### config.mk
export PLATFORM = sky130hd
export DESIGN_NAME = csr_trap_seq
export DESIGN_NICKNAME = d
export VERILOG_FILES = /design/src/rtl/csr_trap_seq_pkg.sv /design/src/rtl/csr_trap_seq_cause_enc.sv /design/src/rtl/csr_trap_seq.sv
export SDC_FILE = /design/constraint.sdc
export NUM_CORES = 1
export LEC_CHECK = 0
export ABC_CLOCK_PERIOD_IN_PS = 4300
export CAP_MARGIN = 10
export CORE_AREA = 2 2 244 246
export CTS_BUF_LIST = sky130_fd_sc_hd__clkbuf_8
export CTS_CLUSTER_DIAMETER = 80
export DETAILED_ROUTE_END_ITERATION = 7
export DIE_AREA = 0 0 246 248
export GPL_ROUTABILITY_DRIVEN = 0
export PLACE_DENSITY = 0.47
export SLEW_MARGIN = 15
export SYNTH_ARGS = -nofsm -noshare
export SYNTH_HDL_FRONTEND = slang
export SYNTH_HIERARCHICAL = 1
export SYNTH_SLANG_ARGS = --single-unit
### constraint.sdc
create_clock -name clk -period 4.3 [get_ports clk]
set_input_delay 1.29 -clock clk [delete_from_list [all_inputs] [get_ports clk]]
set_output_delay 1.29 -clock clk [all_outputs]
set_load 0.05 [all_outputs]
### src/rtl/csr_trap_seq_pkg.sv
// Shared types and constants for the CSR write-port trap sequencer.
// The vectored-interrupt option is selected with CSR_TRAP_VECTORED_EN (see csr_trap_seq.sv).
package csr_trap_seq_pkg;

  typedef enum logic [2:0] {
    IDLE       = 3'd0,
    WR_EPC     = 3'd1,
    WR_CAUSE   = 3'd2,
    WR_TVAL    = 3'd3,
    WR_STAT    = 3'd4,
    REDIR      = 3'd5,
    MRET_REDIR = 3'd6
  } trap_state_t;

  localparam logic [3:0] IRQ_MSI = 4'd3;
  localparam logic [3:0] IRQ_MTI = 4'd7;
  localparam logic [3:0] IRQ_MEI = 4'd11;

  localparam int MSTATUS_MIE    = 3;
  localparam int MSTATUS_MPIE   = 7;
  localparam int MSTATUS_MPP_LO = 11;
  localparam int MSTATUS_MPP_HI = 12;

  localparam logic [11:0] CSR_MSTATUS  = 12'h300;
  localparam logic [11:0] CSR_MTVEC    = 12'h305;
  localparam logic [11:0] CSR_MSCRATCH = 12'h340;
  localparam logic [11:0] CSR_MEPC     = 12'h341;
  localparam logic [11:0] CSR_MCAUSE   = 12'h342;
  localparam logic [11:0] CSR_MTVAL    = 12'h343;

endpackage

### src/rtl/csr_trap_seq_cause_enc.sv
// Pending-interrupt qualifier and priority encoder: meip > msip > mtip,
// gated by the global mstatus.MIE enable.
module trap_cause_enc
  import csr_trap_seq_pkg::*;
(
  input  logic [2:0] irq_pend,
  input  logic [2:0] irq_en,
  input  logic       gie,
  output logic       irq,
  output logic [3:0] irq_code
);

  logic [2:0] act;

  // Bit order is {meip, mtip, msip}; msip outranks mtip.
  always_comb begin
    act      = irq_pend & irq_en;
    irq      = (|act) & gie;
    irq_code = 4'd0;
    if (act[2]) begin
      irq_code = IRQ_MEI;
    end else if (act[0]) begin
      irq_code = IRQ_MSI;
    end else if (act[1]) begin
      irq_code = IRQ_MTI;
    end else begin
      irq_code = 4'd0;
    end
  end

endmodule

### src/rtl/csr_trap_seq.sv
// Arbiter/sequencer for the single CSR write port: CSR writeback, trap entry and mret.
// Optional build macro CSR_TRAP_VECTORED_EN enables vectored interrupt targets.
module csr_trap_seq
  import csr_trap_seq_pkg::*;
#(
  parameter int XLEN = 64
) (
  input  logic            clk,
  input  logic            reset,
  input  logic            exc_valid,
  input  logic [XLEN-1:0] exc_pc,
  input  logic [3:0]      exc_code,
  input  logic [XLEN-1:0] exc_tval,
  input  logic [2:0]      irq_pend,
  input  logic [2:0]      irq_en,
  input  logic [XLEN-1:0] commit_pc,
  input  logic            mret_valid,
  input  logic            wb_valid,
  input  logic [11:0]     wb_addr,
  input  logic [XLEN-1:0] wb_data,
  output logic            wb_ready,
  input  logic [XLEN-1:0] csr_mstatus,
  input  logic [XLEN-1:0] csr_mtvec,
  input  logic [XLEN-1:0] csr_mepc,
  output logic            csr_we,
  output logic [11:0]     csr_wa,
  output logic [XLEN-1:0] csr_wd,
  output logic            csr_is_mret,
  output logic            trap_ready,
  output logic            flush,
  output logic            redirect_valid,
  output logic [XLEN-1:0] redirect_pc
);

  localparam logic [XLEN-1:0] ALIGN_MASK = {{(XLEN-2){1'b1}}, 2'b00};

  trap_state_t     state_q, state_d;
  logic [XLEN-1:0] epc_q, epc_d;
  logic [XLEN-1:0] cause_q, cause_d;
  logic [XLEN-1:0] tval_q, tval_d;
  logic [XLEN-1:0] mstatus_q, mstatus_d;
  logic [XLEN-1:0] mtvec_q, mtvec_d;
  logic            irq;
  logic [3:0]      irq_code;
  logic [XLEN-1:0] mstatus_new;
  logic [XLEN-1:0] target;
`ifdef CSR_TRAP_VECTORED_EN
  logic            vec_q, vec_d;
`endif

  trap_cause_enc u_cause_enc (
    .irq_pend (irq_pend),
    .irq_en   (irq_en),
    .gie      (csr_mstatus[MSTATUS_MIE]),
    .irq      (irq),
    .irq_code (irq_code)
  );

  // Trap-entry mstatus image and redirect target, both built from the snapshot.
  always_comb begin
    mstatus_new = mstatus_q;
    mstatus_new[MSTATUS_MPIE] = mstatus_q[MSTATUS_MIE];
    mstatus_new[MSTATUS_MIE]  = 1'b0;
    mstatus_new[MSTATUS_MPP_HI:MSTATUS_MPP_LO] = 2'b11;
`ifdef CSR_TRAP_VECTORED_EN
    if (vec_q) begin
      target = mtvec_q + {{(XLEN-6){1'b0}}, cause_q[3:0], 2'b00};
    end else begin
      target = mtvec_q;
    end
`else
    target = mtvec_q;
`endif
  end

  // Next-state, snapshot capture and port outputs.
  always_comb begin
    state_d   = state_q;
    epc_d     = epc_q;
    cause_d   = cause_q;
    tval_d    = tval_q;
    mstatus_d = mstatus_q;
    mtvec_d   = mtvec_q;
`ifdef CSR_TRAP_VECTORED_EN
    vec_d     = vec_q;
`endif
    csr_we         = 1'b0;
    csr_wa         = 12'h000;
    csr_wd         = {XLEN{1'b0}};
    csr_is_mret    = 1'b0;
    trap_ready     = 1'b0;
    wb_ready       = 1'b0;
    flush          = 1'b0;
    redirect_valid = 1'b0;
    redirect_pc    = {XLEN{1'b0}};

    case (state_q)
      IDLE: begin
        trap_ready = 1'b1;
        if (exc_valid || irq) begin
          flush     = 1'b1;
          state_d   = WR_EPC;
          epc_d     = (exc_valid ? exc_pc : commit_pc) & ALIGN_MASK;
          cause_d   = exc_valid ? {{(XLEN-4){1'b0}}, exc_code}
                                : {1'b1, {(XLEN-5){1'b0}}, irq_code};
          tval_d    = exc_valid ? exc_tval : {XLEN{1'b0}};
          mstatus_d = csr_mstatus;
          mtvec_d   = csr_mtvec & ALIGN_MASK;
`ifdef CSR_TRAP_VECTORED_EN
          vec_d     = !exc_valid && (csr_mtvec[1:0] == 2'b01);
`endif
        end else if (mret_valid) begin
          csr_is_mret = 1'b1;
          flush       = 1'b1;
          state_d     = MRET_REDIR;
        end else begin
          wb_ready = 1'b1;
          if (wb_valid) begin
            csr_we = 1'b1;
            csr_wa = wb_addr;
            csr_wd = wb_data;
          end else begin
            csr_we = 1'b0;
          end
        end
      end
      WR_EPC: begin
        flush   = 1'b1;
        csr_we  = 1'b1;
        csr_wa  = CSR_MEPC;
        csr_wd  = epc_q;
        state_d = WR_CAUSE;
      end
      WR_CAUSE: begin
        flush   = 1'b1;
        csr_we  = 1'b1;
        csr_wa  = CSR_MCAUSE;
        csr_wd  = cause_q;
        state_d = WR_TVAL;
      end
      WR_TVAL: begin
        flush   = 1'b1;
        csr_we  = 1'b1;
        csr_wa  = CSR_MTVAL;
        csr_wd  = tval_q;
        state_d = WR_STAT;
      end
      WR_STAT: begin
        flush   = 1'b1;
        csr_we  = 1'b1;
        csr_wa  = CSR_MSTATUS;
        csr_wd  = mstatus_new;
        state_d = REDIR;
      end
      REDIR: begin
        flush          = 1'b1;
        redirect_valid = 1'b1;
        redirect_pc    = target;
        state_d        = IDLE;
      end
      MRET_REDIR: begin
        // csr_mepc already reflects the CSR file's mret update by now.
        redirect_valid = 1'b1;
        redirect_pc    = csr_mepc;
        state_d        = IDLE;
      end
      default: begin
        state_d = IDLE;
      end
    endcase

    // A reset cycle must not leak a half-finished trap onto the port.
    if (reset) begin
      csr_we         = 1'b0;
      csr_wa         = 12'h000;
      csr_wd         = {XLEN{1'b0}};
      csr_is_mret    = 1'b0;
      flush          = 1'b0;
      redirect_valid = 1'b0;
      redirect_pc    = {XLEN{1'b0}};
      trap_ready     = 1'b1;
      wb_ready       = 1'b1;
    end else begin
      trap_ready = trap_ready;
    end
  end

  // State and trap snapshot registers.
  always_ff @(posedge clk) begin
    if (reset) begin
      state_q   <= IDLE;
      epc_q     <= {XLEN{1'b0}};
      cause_q   <= {XLEN{1'b0}};
      tval_q    <= {XLEN{1'b0}};
      mstatus_q <= {XLEN{1'b0}};
      mtvec_q   <= {XLEN{1'b0}};
`ifdef CSR_TRAP_VECTORED_EN
      vec_q     <= 1'b0;
`endif
    end else begin
      state_q   <= state_d;
      epc_q     <= epc_d;
      cause_q   <= cause_d;
      tval_q    <= tval_d;
      mstatus_q <= mstatus_d;
      mtvec_q   <= mtvec_d;
`ifdef CSR_TRAP_VECTORED_EN
      vec_q     <= vec_d;
`endif
    end
  end

endmodule

Word level (Yosys, flattened, before mapping)
Index checks and enable logic that the tools add are counted.
{"block": "word_totals", "regBits": 319, "output_inout_bits": 146, "in_bits": 475}
{"block": "op_classes", "eq_ne": 7, "bitwise": 2, "n_mux": 41, "n_reduce_logical": 7}
{"op": "$mux 64", "count": 8}
{"op": "$pmux 64 s5", "count": 1}
{"op": "$pmux 64 s2", "count": 1}
{"op": "$pmux 12 s5", "count": 1}
{"op": "$mux 12", "count": 4}
{"op": "$mux 1", "count": 18}
{"op": "$pmux 3 s5", "count": 1}
{"op": "$eq 3x3->1 const B", "count": 3}
{"op": "$mux 3", "count": 3}
{"op": "$mux 4", "count": 2}
{"op": "$eq 3x2->1 const B", "count": 2}
{"op": "$reduce_or 5->1", "count": 1}
{"op": "$pmux 1 s2", "count": 2}
{"op": "$reduce_or 4->1", "count": 1}
{"op": "$and 3x3->3", "count": 1}
{"op": "$eq 3x1->1 const B", "count": 1}
{"op": "$logic_not 3->1", "count": 1}
{"op": "$ne 3x3->1 const B", "count": 1}
{"op": "$reduce_or 3->1", "count": 1}
{"op": "$reduce_and 2->1", "count": 1}
{"op": "$reduce_or 2->1", "count": 1}
{"op": "$and 1x1->1", "count": 1}
{"op": "$logic_or 1x1->1", "count": 1}

Depth between registers and ports, before layout
{"block": "logic_depth", "word_depth": 7, "mapped_depth": 8}

Modules after synthesis
Netlist, hierarchy kept.
{"mod": "csr_trap_seq", "cells_per_inst": 1589, "seq_area_each_um2": 5144.9, "n_inst": 1, "area_per_inst_um2": 12961.2}
{"mod": "trap_cause_enc", "cells_per_inst": 7, "seq_area_each_um2": 0.0, "n_inst": 1, "area_per_inst_um2": 48.8}

Worst setup path after synthesis
Ideal clock, no wire load.
{"block": "synth_timing", "path_type": "input to output", "from": "in irq_pend[2]", "to": "out csr_wd[3]", "t_required_ns": 3.010, "setup_slack_ns": -0.724, "stages": 6, "t_arrival_ns": 3.734, "n_path_buf": 1, "path_cell_list": "a22oi_2 -> a21boi_0 -> nor4b_2 -> buf_2 -> nand2_1 -> o32ai_1"}
{"block": "synth_between", "elab_chain_len": 7}
{"item": "start, declared", "line": "csr_trap_seq.sv:14", "source": "input logic [2:0] irq_pend,"}
{"item": "$and 3x3->3", "line": "csr_trap_seq_cause_enc.sv:17", "source": "act = irq_pend & irq_en;"}
{"item": "$reduce_or 3->1", "line": "csr_trap_seq_cause_enc.sv:18", "source": "irq = (|act) & gie;"}
{"item": "$and 1x1->1", "line": "csr_trap_seq_cause_enc.sv:18"}
{"item": "via irq", "line": "csr_trap_seq.sv:43", "source": "logic irq;"}
{"item": "$logic_or 1x1->1", "line": "csr_trap_seq.sv:100", "source": "if (exc_valid || irq) begin"}
{"item": "$mux 64", "line": "csr_trap_seq.sv:100"}
{"item": "$pmux 64 s5", "line": "csr_trap_seq.sv:97", "source": "case (state_q)"}
{"item": "$mux 64", "line": "csr_trap_seq.sv:173", "source": "if (reset) begin"}
{"item": "end, declared", "line": "csr_trap_seq.sv:27", "source": "output logic [XLEN-1:0] csr_wd,"}
The timed path passes the listed nets, and every way through them passes these cells.

Final worst setup path
{"block": "layout_timing", "from": "in irq_pend[2]", "to": "out csr_wd[9]"}
The elaborated chain is that of the path after synthesis.

==> impl_metrics.toml <==
[status]
status = "complete, but fails checks"
violations = "setup timing"

[routing]
wl_per_cell_um = 23.0
vias_per_cell = 5.05
drc = 0
vias = 14900
wirelength_um = 67800
dr.pass1.iters = 5
dr.first_iter.drc_count = 674
drtAntennaViolNets = 0

[power_and_ir_drop]
pwr-share-comb_pct = 33.2
p_per_area_nw_per_um2 = 333
p_sw_share_pct = 35.0
leakage_nw = 8.18
p_int_w = 0.00513
power_frac_clock_pct = 30.9
power.switching_w = 0.00277
ir_worst_vdd_mv = 0.284
p_seq_share_pct = 35.8
finalPower_w = 0.00790

[global_route]
grt_max_degree = 191
gr-usage-met2_pct = 36.0
use_met1_pct = 24.7
grt_pass1_wl_um = 97400
antenna_found_initial = 22
first_global_vias = 15100
use_met3_pct = 6.65
track_usage_pct = 21.0
grt_overflow_total = 0
top_usage_layer = "met2"

[yosys]
synth_top_area_share_pct = 39.5
synth.cell_area_um2 = 13000
synth-seq-cells = 257
async_reset_ff_share_pct = 0
syn_inst = 1596
synth_most_common_cell = "a21oi_1"
syn_nets = 2071
synth_common_cells = "324 x a21oi_1, 257 x dfxtp_1, 184 x nand3_1, 184 x o21ai_0, 127 x clkbuf_1"
synth-main-ff-cell = "dfxtp_1"
synth_edf_count = 0
ys_warn_count = 6
synth_top_cell_by_area = "dfxtp_1"
synth.area.top_cells = "dfxtp_1 40%, a21oi_1 12%, nand3_1 7.1%"
syn-mean-instance-area_um2 = 8.15
synth_cell_type_count = 43
yosysSeqAreaShare_pct = 39.5

[finish]
fin_nets = 2605
area_growth_pct = 82.2
fill_cells = 5848
layout-drive-gt1-share_pct = 23.2
final_util_pct = 40.5
finalInstanceArea_um2 = 23700

[worst_setup_path]
r2r-end = "mstatus_q[31]"
timing.rr.start = "state_q[1]"
cp.depth = 11
end_kind = "primary output"
crit_family = "buffers and inverters"
critPathLaunch = "irq_pend[2]"
crit_arrival_ns = 3.08
r2r_setup_slack_ns = 1.12
path_class = "in -> out"
ff2ff_path_depth = 5
worst_setup_path_start_kind = "input port"
worstPathMaxFanout = 5
crit_chain = "buf_6, a22oi_2, a21boi_4, nor4b_4, buf_6, buf_12, buf_12, buf_8, nand3_4, a21oi_2, buf_12"
critPathMaxStageDelay_ns = 0.31
worstSetupEndpoint = "csr_wd[9]"
cp_common_cell = "buf_12"
crit_slowest_cell = "a22oi_2"
cp_data_required_time_ns = 3.01
path_buf_inv = 6

[clock_tree]
cts.sinks = 257
cts_buffer_depth = 3
cts_buffers = 51
root_buffer = "clkbuf_8"
holdBufCountCts = 0
htree_levels = 2
cts_tree = "done"
clock_latency_ns = 0.61
clkSlewWorstSetupHoldPaths_ns = 0.06

[sta]
fin_crit_ns = 4.37
finalWorstSetupSlack_ns = -0.0728
relSlewSlack_pct = 15.5
slew_viol_final = 0
rsz0062_at_grt = "yes"
fmax_mhz = 229
tns_ns = -1.74
hold_viol = 0
timing.final.crit_share_pct = 102
fin_skew_ns = 0.0140
worstMarginPinSlew_ns = 1.27
setup_viol = 37

[floorplanning]
initial_core_util_pct = 22.3
die_w_um = 246
die-area_um2 = 61000
io_pins = 621
core.rowCount = 89
die_h_um = 248
core_area_um2 = 58500

[hold_path]
min_path_type = "reg -> reg"

[placement]
pre_cts_slack_ns = -0.694
post-dp-hpwl_um = 45700
placed_cell_area_um2 = 21900
port_buffers = 611

[job]
max_cap_viol_count = 0
-- timing repair --
| action | 4_1_cts | 5_1_grt |
|---|---|---|
| buffers inserted | 12 | 1 |
| resized for setup | 98 | 47 |
| gates cloned | 4 | 1 |
| endpoints found under the setup margin | 82 | 101 |
| pin swaps | 69 | 41 |
-- cell families after synthesis --
logic type / count (synthesis) / synth area share [%]
compound gates: 713 / 32.0
simple gates: 297 / 11.4
flops: 257 / 39.5
buf+inv: 199 / 6.50
mux: 130 / 10.6
-- placed cells by master (no fill, tap or decap), types with 8 or more instances in the layout --
cell type / netlist / final
buf_6: 2 / 11
o21ai_0: 184 / 184
dfxtp_1: 257 / 256
nand2_1: 69 / 68
mux2i_1: 67 / 67
nand3_4: 0 / 23
a21oi_2: 0 / 13
a21oi_1: 324 / 259
inv_1: 4 / 23
clkdlybuf4s50_1: 0 / 456
buf_4: 6 / 38
mux2_2: 63 / 63
a21oi_4: 0 / 52
nand3_1: 184 / 132
a22oi_1: 60 / 60
nand3_2: 0 / 29
a22o_1: 62 / 62
clkbuf_8: 0 / 61
buf_12: 0 / 158
diode_2: 0 / 8
a211oi_1: 67 / 67
-- how the worst min path moves through the flow --
stage               start    endpoint  slack, ns  depth (start not counted)
2_1_floorplan   tval_q[0]   tval_q[0]       0.45                          2
3_3_place_gp   tval_q[21]  tval_q[21]       0.46                          2
3_5_place_dp   tval_q[53]  tval_q[53]       0.46                          2
4_1_cts         tval_q[7]   tval_q[7]       0.47                          2
5_1_grt        tval_q[55]  tval_q[55]       0.49                          2
6_report       tval_q[43]  tval_q[43]       0.47                          2
-- through the flow --
step	instances	hold slack, ns
after CTS	2939	0.474
final	2945	0.470
after detailed placement	2838	0.465
after floorplan	1596	0.450
after global placement	2838	0.459
after global routing	2942	0.488
-- layout make-up --
type,count,area [um^2],area share [%]
Inverter,4,15.0,0.0634
Clock buffer,61,840,3.54
Tap cell,773,967,4.08
Timing Repair Buffer,676,8320,35.1
Sequential cell,257,5150,21.7
Antenna cell,8,20.0,0.0845
Multi-Input combinational cell,1140,8250,34.8
Clock inverter,26,140,0.591
-- tightest hold or removal path, stage by stage (launching register included) --
cell and delay, ns:
dfxtp_1 0.30, o21ai_0 0.06, a21oi_1 0.06
-- state kept, by name, summed over array words and instances (netlist names) --
name       count
tval_q        64
epc_q         62
mtvec_q       62
mstatus_q     61
cause_q        5
state_q        3
-- per-layer routing --
layer | wire length [um] | up-vias | share of wire (%)
met5 | 130 | - | 0.19
met3 | 5790 | 134 | 8.5
met4 | 2140 | 18 | 3.2
li1 | - | 7003 | -
met2 | 32700 | 537 | 48
met1 | 27100 | 7181 | 40
-- power by group through the flow --
stage               Clock [W]  Combinational, W  Sequential [W]
finish                0.00244           0.00263         0.00283
global route          0.00264           0.00281         0.00286
CTS                   0.00253           0.00263         0.00283
detailed placement          0           0.00255         0.00288
global placement            0           0.00253         0.00287
floorplan                   0           0.00141         0.00280
(Power assumes the default switching activity.)
